===== src/rtl/arb_stream_buffer.sv =====
// Elastic 32-bit stream stage between the readout arbiter and the SRAM FIFO
// write side. A small buffer absorbs bursts, the SRAM near-full flag throttles
// every push, and timestamp marker words are periodically slipped into the
// stream so software can re-align after overflow. The head word sits in a
// registered output stage (first-word-fall-through), so a word pushed into an
// empty buffer shows up on OUT_DATA one edge after it was written.
module arb_stream_buffer #(
    parameter int         DEPTH         = 16,
    parameter int         MARKER_PERIOD = 1048576,
    parameter logic [3:0] MARKER_HEADER = 4'hF
) (
    input  logic                     BUS_CLK,
    input  logic                     BUS_RST,
    input  logic                     ENABLE,
    input  logic                     MARKER_EN,
    input  logic                     IN_WRITE,
    input  logic [31:0]              IN_DATA,
    output logic                     IN_READY,
    input  logic                     FIFO_NEAR_FULL,
    output logic                     OUT_EMPTY,
    output logic [31:0]              OUT_DATA,
    input  logic                     OUT_READ_NEXT,
    output logic [$clog2(DEPTH):0]   FILL_LEVEL,
    output logic [31:0]              WORD_COUNT,
    output logic [15:0]              MARKER_COUNT,
    output logic [15:0]              MARKER_LOST
);

    localparam int AW = $clog2(DEPTH);
    localparam int CW = AW + 1;
    localparam int TW = $clog2(MARKER_PERIOD);
    localparam logic [TW-1:0] TMAX  = TW'(MARKER_PERIOD - 1);
    localparam logic [CW-1:0] CDEPTH = CW'(DEPTH);

    // Storage behind the output stage; the head word lives in out_data_q.
    logic [31:0]   mem_q [DEPTH];

    logic [AW-1:0] wr_ptr_q, wr_ptr_d;
    logic [AW-1:0] rd_ptr_q, rd_ptr_d;
    logic [CW-1:0] mem_cnt_q, mem_cnt_d;   // words in mem_q only
    logic [CW-1:0] fill_q, fill_d;         // words in mem_q plus output stage
    logic          out_valid_q, out_valid_d;
    logic [31:0]   out_data_q, out_data_d;
    logic [27:0]   ts_q, ts_d;
    logic [TW-1:0] timer_q, timer_d;
    logic          pending_q, pending_d;
    logic [31:0]   word_cnt_q, word_cnt_d;
    logic [15:0]   marker_cnt_q, marker_cnt_d;
    logic [15:0]   lost_q, lost_d;

    logic          can_push;
    logic          marker_push;
    logic          in_push;
    logic          push;
    logic [31:0]   push_data;
    logic          pop;
    logic          load;
    logic          timer_run;
    logic          timer_hit;
    logic          lost_inc;

    // Handshake: upstream word transfers when IN_WRITE and IN_READY are both
    // high at a rising edge; the SRAM side pops when OUT_READ_NEXT is high
    // while OUT_EMPTY is low. Push permission comes only from registered
    // state, so a pop in the same cycle never frees room for a push.
    always_comb begin
        can_push    = ENABLE & ~FIFO_NEAR_FULL & (fill_q < CDEPTH);
        marker_push = pending_q & can_push;
        in_push     = IN_WRITE & can_push & ~pending_q & ~BUS_RST;
        push        = marker_push | in_push;
        push_data   = marker_push ? {MARKER_HEADER, ts_q} : IN_DATA;
        pop         = OUT_READ_NEXT & out_valid_q;
        load        = (mem_cnt_q != '0) & (~out_valid_q | pop);
        IN_READY    = can_push & ~pending_q & ~BUS_RST;
        OUT_EMPTY   = ~out_valid_q;
        OUT_DATA    = out_data_q;
        FILL_LEVEL  = fill_q;
        WORD_COUNT  = word_cnt_q;
        MARKER_COUNT = marker_cnt_q;
        MARKER_LOST = lost_q;
    end

    // Next-state for pointers, occupancy, output stage, timer and counters.
    always_comb begin
        wr_ptr_d     = wr_ptr_q;
        rd_ptr_d     = rd_ptr_q;
        out_valid_d  = out_valid_q;
        out_data_d   = out_data_q;
        word_cnt_d   = word_cnt_q;
        marker_cnt_d = marker_cnt_q;
        lost_d       = lost_q;

        if (push) begin
            wr_ptr_d = wr_ptr_q + 1'b1;
        end
        if (load) begin
            rd_ptr_d    = rd_ptr_q + 1'b1;
            out_data_d  = mem_q[rd_ptr_q];
            out_valid_d = 1'b1;
        end else if (pop) begin
            out_valid_d = 1'b0;
        end
        mem_cnt_d = mem_cnt_q + CW'(push) - CW'(load);
        fill_d    = fill_q + CW'(push) - CW'(pop);

        ts_d = ts_q + 28'd1;

        // The timer only runs while markers are wanted; a request that finds
        // an earlier marker still waiting (and not leaving this cycle) is lost.
        timer_run = ENABLE & MARKER_EN;
        timer_hit = timer_run & (timer_q == TMAX);
        timer_d   = (timer_run & ~timer_hit) ? timer_q + 1'b1 : '0;
        lost_inc  = timer_hit & pending_q & ~marker_push;
        pending_d = timer_hit | (pending_q & ~marker_push);

        if (in_push) begin
            word_cnt_d = word_cnt_q + 32'd1;
        end
        if (marker_push) begin
            marker_cnt_d = marker_cnt_q + 16'd1;
        end
        if (lost_inc && (lost_q != 16'hFFFF)) begin
            lost_d = lost_q + 16'd1;
        end
    end

    // State registers; reset discards buffered words and clears all counters.
    always_ff @(posedge BUS_CLK) begin
        if (BUS_RST) begin
            wr_ptr_q     <= '0;
            rd_ptr_q     <= '0;
            mem_cnt_q    <= '0;
            fill_q       <= '0;
            out_valid_q  <= 1'b0;
            out_data_q   <= '0;
            ts_q         <= '0;
            timer_q      <= '0;
            pending_q    <= 1'b0;
            word_cnt_q   <= '0;
            marker_cnt_q <= '0;
            lost_q       <= '0;
        end else begin
            wr_ptr_q     <= wr_ptr_d;
            rd_ptr_q     <= rd_ptr_d;
            mem_cnt_q    <= mem_cnt_d;
            fill_q       <= fill_d;
            out_valid_q  <= out_valid_d;
            out_data_q   <= out_data_d;
            ts_q         <= ts_d;
            timer_q      <= timer_d;
            pending_q    <= pending_d;
            word_cnt_q   <= word_cnt_d;
            marker_cnt_q <= marker_cnt_d;
            lost_q       <= lost_d;
        end
    end

    // Buffer RAM write port; contents need no reset since occupancy gates reads.
    always_ff @(posedge BUS_CLK) begin
        if (push && !BUS_RST) begin
            mem_q[wr_ptr_q] <= push_data;
        end
    end

endmodule


===== config.mk =====
export PLATFORM = sky130hd
export DESIGN_NAME = arb_stream_buffer
export DESIGN_NICKNAME = d
export VERILOG_FILES = /design/src/rtl/arb_stream_buffer.sv
export SDC_FILE = /design/constraint.sdc
export NUM_CORES = 1
export LEC_CHECK = 0
export ABC_AREA = 1
export CELL_PAD_IN_SITES_DETAIL_PLACEMENT = 1
export CELL_PAD_IN_SITES_GLOBAL_PLACEMENT = 2
export CORE_MARGIN = 1
export CORE_UTILIZATION = 40
export DETAILED_ROUTE_END_ITERATION = 8
export PLACE_DENSITY_LB_ADDON = 0.1
export SYNTH_ARGS = -nofsm -noshare
export SYNTH_HDL_FRONTEND = slang
export SYNTH_SLANG_ARGS = --single-unit

===== constraint.sdc =====
create_clock -name BUS_CLK -period 4.69 [get_ports BUS_CLK]
set_input_delay 0.7035 -clock BUS_CLK [delete_from_list [all_inputs] [get_ports BUS_CLK]]
set_output_delay 0.7035 -clock BUS_CLK [all_outputs]
set_load 0.03 [all_outputs]

==> impl_results.md <==
* Status: complete, no violations
* Sink Count at 676
* Async SR Flop Fraction at 0%
* Crit path capture type: output pin
* Clock Tree Buf Depth at 3
* Die ar. at 72100 µm²
* CP required at 3.99 ns
* Crit Path Category: primary input to output pin
* CP Data Arrival Time at 2.24 ns
* TritonCTS clock tree: built
* Die height at 268 µm
* Distinct cell type count of the synthesized netlist at 43
* Count leader, synth: nor2_1
* Syn Area/Cell at 10.4 µm²
* FP Rows at 97
* Number of flops mapped to enable cells by yosys at 512
* CTS Buf Count at 76
* Cell Area, Synth at 28400 µm²
* Post-CTS Hold Buffers at 0
* Least-Margin Pin Slew at 1.19 ns
* Leak at 11.2 nW
* Io pins at 142
* Die X at 268 µm
* RePlAce Congestion at 0.772
* Pre-CTS WS at 1.21 ns
* Commonest cells in the synthesized netlist: 611 x nor2_1, 512 x edfxtp_1, 277 x nand2_1
* Total grt overflow at 0
* DR WL/cell at 21.1 µm
* Initial Util at 40.5%
* Post-layout min period at 2.95 ns
* Synth Flop Type: edfxtp_1
* Most used cell, CP: clkdlybuf4s50_1
* Via total after detailed routing at 20564
* Peak supply drop at 355 µV
* First-pass GRT wire length at 125 mm
* Tot GR Track Use at 22.9%
* Max-cap viol count at 0
* Max-slew headroom at 20.6%
* HP Class: flop to flop
* Crit path max fanout at 3
* Final Slew Violations at 0
* Setup WS post-layout at 1.74 ns
* Largest net degree at the start of global routing at 121
* DRT antenna net count at 0
* YS warnings at 0
* Worst Setup Start Kind: primary input
* Clock latency on the worst-skew pair at 0.62 ns
* I/O Buffers at 141
* Slowest Stage Delay on Critical Path at 0.72 ns
* Vias in the first global route at 21644
* Initial antenna violation count at 3
* Cell Chain, Critical Path: clkdlybuf4s50_1, nand3b_1, nor3_1, clkdlybuf4s50_1
* Initial DRC Count at 1187
* Area contributors post-synth: edfxtp_1 54%, dfxtp_1 12%, nor2_1 8.1%
* DP HPWL at 47.7 mm
* Root buffer cell: clkbuf_16
* Cell taking the most area after synthesis: edfxtp_1
* DR pass1 iterations at 4
* Final #Nets at 2934
* Fin. Hold Viols at 0
* Core ar. at 70100 µm²
* DRC Markers at 0
* Final TNS setup at 0 ns
* Vias per std cell at 5.32
* Post-CTS setup buffer count at 0
* Tcrit/Tclk final at 62.8%
* Overall Power at 16.3 mW
* FF+latch count, synth at 676
* Share of layout cells above drive strength 1 at 7.07%
* Seq/Total Area, Yosys at 65.7%
* Clock-pin transition on the worst setup and hold timing paths at 0.06 ns
* Setup violations, final at 0
* RSZ-0062 raised after global routing: no
* Number of gates resized after CTS at 0
* Mapped Cells at 2737
* Fin util at 47.5%
* Area share of the largest cell type after synthesis at 54.1%
* Fmax at 339 MHz
* CP max-delay cell: clkdlybuf4s50_1
* Skew final at 0.0191 ns
* Detailed Route WL at 81.7 mm
* Syn nets at 2799
* H-tree depth at 3
* Synthesis-to-finish area growth at 17.4%
* Placed cell count at 3734
* Fin cells at 3868
* Total power divided by cell area at 488 nW/µm²
logic make-up (layout without fill, tap and decap cells):
kind of cell,Yosys count,in the layout,synth area share (%)
AOI/OAI and AO/OA,535,535,10.6
buffers and inverters,312,502,4.42
and+or+nand+nor,1165,1165,17.4
xor gates and xnor gates,26,26,0.802
other,0,1,0
DFF,676,676,65.7
adders and majority gates,23,23,1.07
per-layer routing:
metal	GRT usage (%)	vias to the layer above	part of all wire, %
li1	-	9789	-
met1	29.5	10271	45
met2	39.4	367	48
met3	3.96	135	4.0
met4	7.02	2	2.7
met5	0	-	0.016
through the flow:
step	hold WS (ns)	instance area, µm²
2_1_floorplan	0.418	28400
3_3_place_gp	0.427	31000
3_5_place_dp	0.455	31000
4_1_cts	0.469	33300
5_1_grt	0.494	33300
6_report	0.468	33300
layout make-up:
class | count | area (µm²)
antenna | 1 | 2.50
clock buffer | 107 | 2090
clock inverter | 26 | 206
fill | 7738 | 36800
inverter | 170 | 646
multi-input combinational | 1749 | 8590
sequential | 676 | 18700
tap | 940 | 1180
timing repair buffer | 199 | 1940
critical path: cells and delay by family:
kind	cells	cell delay, ns
buffers and inverters	2	1.27
and+or+nand+nor	2	0.26
power by group:
part | total, mW | internal (mW) | switching [mW]
clock network | 5.60 | 3.22 | 2.38
registers | 6.85 | 6.64 | 0.218
logic | 3.83 | 1.26 | 2.57
worst paths after layout:
kind | from | end | slack (ns) | depth (start not counted)
max | ENABLE | IN_READY | 1.74 | 4
min | timer_q[0] | timer_q[0] | 0.47 | 1
max reg2reg | rd_ptr_q[0] | OUT_DATA[21] | 2.06 | 10
min reg2reg | timer_q[0] | timer_q[0] | 0.47 | 1
cells in the final DEF, fill, tap and decap left out, types with 4 or more instances in the layout:
master / Yosys / routed
nor3_1: 43 / 39
o21ai_1: 89 / 89
clkbuf_1: 75 / 26
buf_4: 4 / 51
clkbuf_16: 0 / 78
nor3_2: 3 / 7
o21ai_0: 230 / 230
a21oi_1: 76 / 76
dfxtp_1: 164 / 160
nand3_1: 158 / 158
o211ai_1: 128 / 128
buf_12: 0 / 8
xnor2_1: 11 / 11
a31oi_1: 5 / 5
clkinv_2: 0 / 9
nor3b_1: 10 / 10
nor2_4: 5 / 17
edfxtp_1: 512 / 512
xor2_1: 15 / 15
ha_1: 21 / 21
nand3b_1: 6 / 6
nand2_1: 277 / 277
nor2_1: 611 / 599
nor2_2: 6 / 6
inv_1: 165 / 164
clkdlybuf4s50_1: 0 / 140
clkinv_1: 2 / 12
nor4_1: 5 / 5
nand4_1: 25 / 25
or2_2: 4 / 4
flip-flops by register name, indices dropped and copies added (netlist names):
| signal | count |
|---|---|
| FILL_LEVEL | 5 |
| MARKER_COUNT | 16 |
| MARKER_LOST | 16 |
| OUT_DATA | 32 |
| WORD_COUNT | 32 |
| mem_cnt_q | 5 |
| mem_q | 512 |
| out_valid_q | 1 |
| pending_q | 1 |
| rd_ptr_q | 4 |
| timer_q | 20 |
| ts_q | 28 |
| wr_ptr_q | 4 |
(Power assumes the default switching activity.)
